## src/rtl/fpu_issue.sv

```systemverilog
// FPU issue/writeback sequencer: accepts one op at a time, times its latency,
// then holds the result for writeback until consumed or flushed.
package fpu_pkg;
  typedef enum logic [3:0] {
    FPU_ADD, FPU_SUB, FPU_MUL, FPU_DIV, FPU_SQRT, FPU_COND, FPU_MFC, FPU_MTC,
    FPU_MOV, FPU_ABS, FPU_NEG, FPU_CVT, FPU_INVALID
  } fpuOp_t;
endpackage

module fpu_issue
  import fpu_pkg::*;
#(
  parameter int unsigned LAT_ADD   = 3,
  parameter int unsigned LAT_DIV   = 9,
  parameter int unsigned LAT_SHORT = 2
) (
  input  logic       clk,
  input  logic       rst_n,
  input  logic       flush,
  input  logic       in_valid,
  output logic       in_ready,
  input  fpuOp_t     in_op,
  input  logic [4:0] in_fd,
  input  logic       in_fd_we,
  output logic       ex_start,
  output fpuOp_t     ex_op,
  output logic       ex_hold,
  output logic       ex_flush,
  output logic       wb_valid,
  input  logic       wb_ready,
  output logic [4:0] wb_fd,
  output logic       wb_we,
  output logic       stall_req,
  output logic       busy
);

  typedef enum logic [1:0] {IDLE, EXEC, HOLD} state_t;

  state_t     state;
  logic [3:0] cnt;
  fpuOp_t     op_q;
  logic [4:0] fd_q;
  logic       fd_we_q;
  logic [3:0] lat;
  logic       accept;

  always_comb begin
    lat = 4'd1;
    case (in_op)
      FPU_ADD, FPU_SUB, FPU_MUL: lat = 4'(LAT_ADD);
      FPU_DIV, FPU_SQRT:         lat = 4'(LAT_DIV);
      FPU_COND, FPU_MFC:         lat = 4'(LAT_SHORT);
      default:                   lat = 4'd1;
    endcase
  end

  // rst_n is folded in so every handshake output reads 0 while reset is held
  assign in_ready  = rst_n && (state == IDLE) && !flush;
  assign accept    = in_valid && in_ready;
  assign ex_start  = accept;
  assign ex_op     = accept ? in_op : op_q;
  assign ex_flush  = flush;
  assign wb_valid  = (state == HOLD);
  assign ex_hold   = (state == HOLD) && !wb_ready;
  assign wb_fd     = wb_valid ? fd_q : '0;
  assign wb_we     = wb_valid && fd_we_q;
  assign busy      = (state != IDLE);
  assign stall_req = rst_n && in_valid && !in_ready;

  always_ff @(posedge clk or negedge rst_n) begin
    if (!rst_n) begin
      state   <= IDLE;
      cnt     <= '0;
      op_q    <= fpuOp_t'(4'd0);
      fd_q    <= '0;
      fd_we_q <= 1'b0;
    end else if (flush) begin
      state   <= IDLE;
      cnt     <= '0;
      op_q    <= fpuOp_t'(4'd0);
      fd_q    <= '0;
      fd_we_q <= 1'b0;
    end else begin
      case (state)
        IDLE: begin
          if (accept) begin
            op_q    <= in_op;
            fd_q    <= in_fd;
            fd_we_q <= in_fd_we;
            if (lat <= 4'd1) begin
              state <= HOLD;
            end else begin
              state <= EXEC;
              cnt   <= lat - 4'd2;
            end
          end
        end
        EXEC: begin
          if (cnt == 4'd0) state <= HOLD;
          else             cnt   <= cnt - 4'd1;
        end
        HOLD: begin
          if (wb_ready) state <= IDLE;
        end
        default: state <= IDLE;
      endcase
    end
  end

endmodule

```

## config.mk

```make
export PLATFORM = sky130hd
export DESIGN_NAME = fpu_issue
export DESIGN_NICKNAME = d
export VERILOG_FILES = /design/src/rtl/fpu_issue.sv
export SDC_FILE = /design/constraint.sdc
export NUM_CORES = 1
export LEC_CHECK = 0
export CORE_MARGIN = 3
export CORE_UTILIZATION = 30
export CTS_CLUSTER_DIAMETER = 30
export DETAILED_ROUTE_END_ITERATION = 8
export SLEW_MARGIN = 20
export SYNTH_ARGS = -nofsm -noshare
export SYNTH_HDL_FRONTEND = slang
export SYNTH_SLANG_ARGS = --single-unit
```

## constraint.sdc

```tcl
create_clock -name clk -period 2.2 [get_ports clk]
set_input_delay 0.22 -clock clk [delete_from_list [all_inputs] [get_ports clk]]
set_output_delay 0.22 -clock clk [all_outputs]
set_load 0.01 [all_outputs]
```

==> impl_metrics.toml <==
[routing]
routed_via_density = 4.83
vias = 985
dr.pass1.iters = 6
wl_per_cell_microns = 12.5
drcViolationCount = 0
final_antenna_net_count = 0
wl_microns = 2540
drt-initial-drc-count = 30

[clocking]
cts_tree = "done"
clkLatencyLatePin_ns = 0.29
clock_sinks = 16
cts_root_buffer = "clkbuf_4"
htreeDepth = 1
post_cts.repair.setup_buffers = 0
clk_pin_slew_ns = 0.10
cts_buffers = 3
clockBufferDepth = 2
cts.hold.buffers_added = 0

[global_routing]
grt_max_degree = 17
grt.overflow.total = 0
grt_use_total = 0.142
antenna_found_initial = 0
grt_pass1_vias = 998
grt_pass1_wl_microns = 4510

[setup_path]
startpoint = "state[0]"
cp_max_fo = 7
end_kind = "output port"
critPathKind = "reg2out"
r2r_setup_slack_ns = 0.29
start_kind = "flop"
r2r-end = "cnt[0]"
critPathArrivalTime_ns = 1.89
worstRegToRegCells = 6
required_ns = 1.98
r2r_start = "cnt[0]"
crit_end = "ex_op[2]"

[logic_synthesis]
synth_top_cell_by_area = "dfrtp_1"
syn_area_sq_um = 1000
synth_warnings = 0
synthXorXnorAreaFrac = 0.00876
synth.most_common_cell = "nand2_1"
yosysTopAreaCellShare = 0.401
ys_types = 34
synth_common_cells = "nand2_1, dfrtp_1, a21oi_1, and2_1"
synth_compound_area_frac = 0.189
synthFlopType = "dfrtp_1"
ys_seq_area_frac = 0.401
synth_top_family_by_area = "simple AND/OR/NAND/NOR gates"
synth_edf_count = 0
synthesis.instances = 122
synth-simple-area-share = 0.327
synthArstFlopShare = 1.00
ys_ff_latch = 16
synth_fa_ha_area_frac = 0.0250
syn_area_per_cell_sq_um = 8.19
synthMuxAreaShare = 0
synthTopCellsByArea = "dfrtp_1, nand2_1, a21oi_1"
syn_nets = 139

[power_and_ir_drop]
p_comb_frac = 0.281
power.switching_uw = 210
powerDensity_nw_per_um2 = 500
ir_worst_vdd_mv = 0.255
power.internal_uw = 519
clkPwrFrac = 0.274
p_sw_frac = 0.288
power_uw = 729
p_seq_frac = 0.445
power.leakage_uw = 0.000628

[sta]
worstMarginPinSlew_ns = 0.454
grt_setup_unrepaired = "true"
hold_viol_final = 0
fmaxAchievable_ghz = 0.474
fin_crit_ns = 2.11
clock_skew_ns = 0.00460
min_period_over_period = 0.958
worst_slew_margin_rel = 0.696
setup_viol = 0
setup_slack_ns = 0.0915
whs_ns = 0.307
slew_violations = 0

[min_path]
hp-class = "in2async"

[finish]
fin_nets = 178
syn_to_final_growth_pct = 45.9
drive_above_1_share = 0.138
multi_input_comb_area_sq_um = 562
seqCellArea_sq_um = 402
fillCellCount = 317
diodes = 0
layout.cells.non_filler = 204

[placed_design]
pre_cts_ws_ns = 0.157
dp_hpwl_microns = 2010
dp.cells = 200
io_buffers = 31
place_congestion = 0.783

[die]
start_util = 0.320
io_pins = 32
die_area_sq_um = 4060
die_h_microns = 63.7
die_w_microns = 63.7
core_sq_um = 3130
fp-row-count = 20

[run]
maxCapViolations = 0

[status]
outcome = "finished, final reports clean"
==> per-layer routing <==
layer  vias to the layer above  track usage  wire length, microns
met1                       458        0.183                  1210
met5                         -            0                     0
met2                        27        0.219                  1130
li1                        490            -                     -
met3                        10       0.0267                   123
met4                         0       0.0809                    75
==> area by class of cell <==
class	instances	share of cell area
Inverter	5	0.0129
Multi-Input combinational cell	94	0.385
Sequential cell	16	0.275
Tap cell	44	0.0377
Timing Repair Buffer	41	0.264
Clock buffer	4	0.0249
==> kinds of logic (layout without fill, tap and decap cells) <==
logic type | Yosys count | count (layout)
compound gates | 27 | 27
xor+xnor | 1 | 1
fa+ha+maj | 2 | 2
buf+inv | 12 | 50
flops | 16 | 16
simple gates | 64 | 64
==> worst min path at each step <==
stage / slack, ns / to / startpoint
finish: 0.31 / op_q[0] / rst_n
CTS: 0.29 / op_q[0] / rst_n
detailed placement: 0.50 / cnt[1] / cnt[1]
global placement: 0.50 / cnt[1] / cnt[1]
floorplan: -0.08 / cnt[0] / rst_n
global route: 0.32 / state[1] / rst_n
==> flip-flops by register name, indices dropped and copies added (netlist names) <==
name and count:
fd_we_q 1, op_q 4, fd_q 5, cnt 4, state 2
==> power groups by stage <==
stage / registers (uW) / logic (uW) / clock network (uW)
after CTS: 324 / 206 / 207
after global placement: 329 / 201 / 0
after global routing: 328 / 230 / 218
after detailed placement: 329 / 205 / 0
final: 324 / 205 / 199
after floorplan: 326 / 108 / 0
==> cells in the final DEF, fill, tap and decap left out, drive strengths merged, types with 3 or more instances in the layout <==
cell / n
a21o: 3
a21oi: 14
and2: 7
buf: 10
clkbuf: 4
clkdlybuf4s50: 31
dfrtp: 16
inv: 5
nand2: 34
nor2: 3
nor2b: 4
nor3: 3
==> through the flow <==
step                      instance area, sq um   util  setup TNS (ns)
after floorplan                           1000      -               0
after global placement                    1410  0.450               0
after detailed placement                  1410  0.450               0
after CTS                                 1450  0.462          -0.168
after global routing                      1460  0.466          -0.278
final                                     1460  0.466               0
==> timing repair <==
| item | 4_1_cts | 5_1_grt |
|---|---|---|
| endpoints found under the setup margin | 11 | 13 |
| resized for setup | 0 | 4 |
| pin swaps | 0 | 0 |
==> worst max-delay path: stages, from the launching register on <==
cell             delay, ns
dfrtp_2               0.46
nor3_2                0.24
nand3_2               0.14
inv_2                 0.11
nand2_1               0.06
nand2_1               0.06
clkdlybuf4s50_1       0.53
Note: power is estimated with default switching activity, not from simulation.
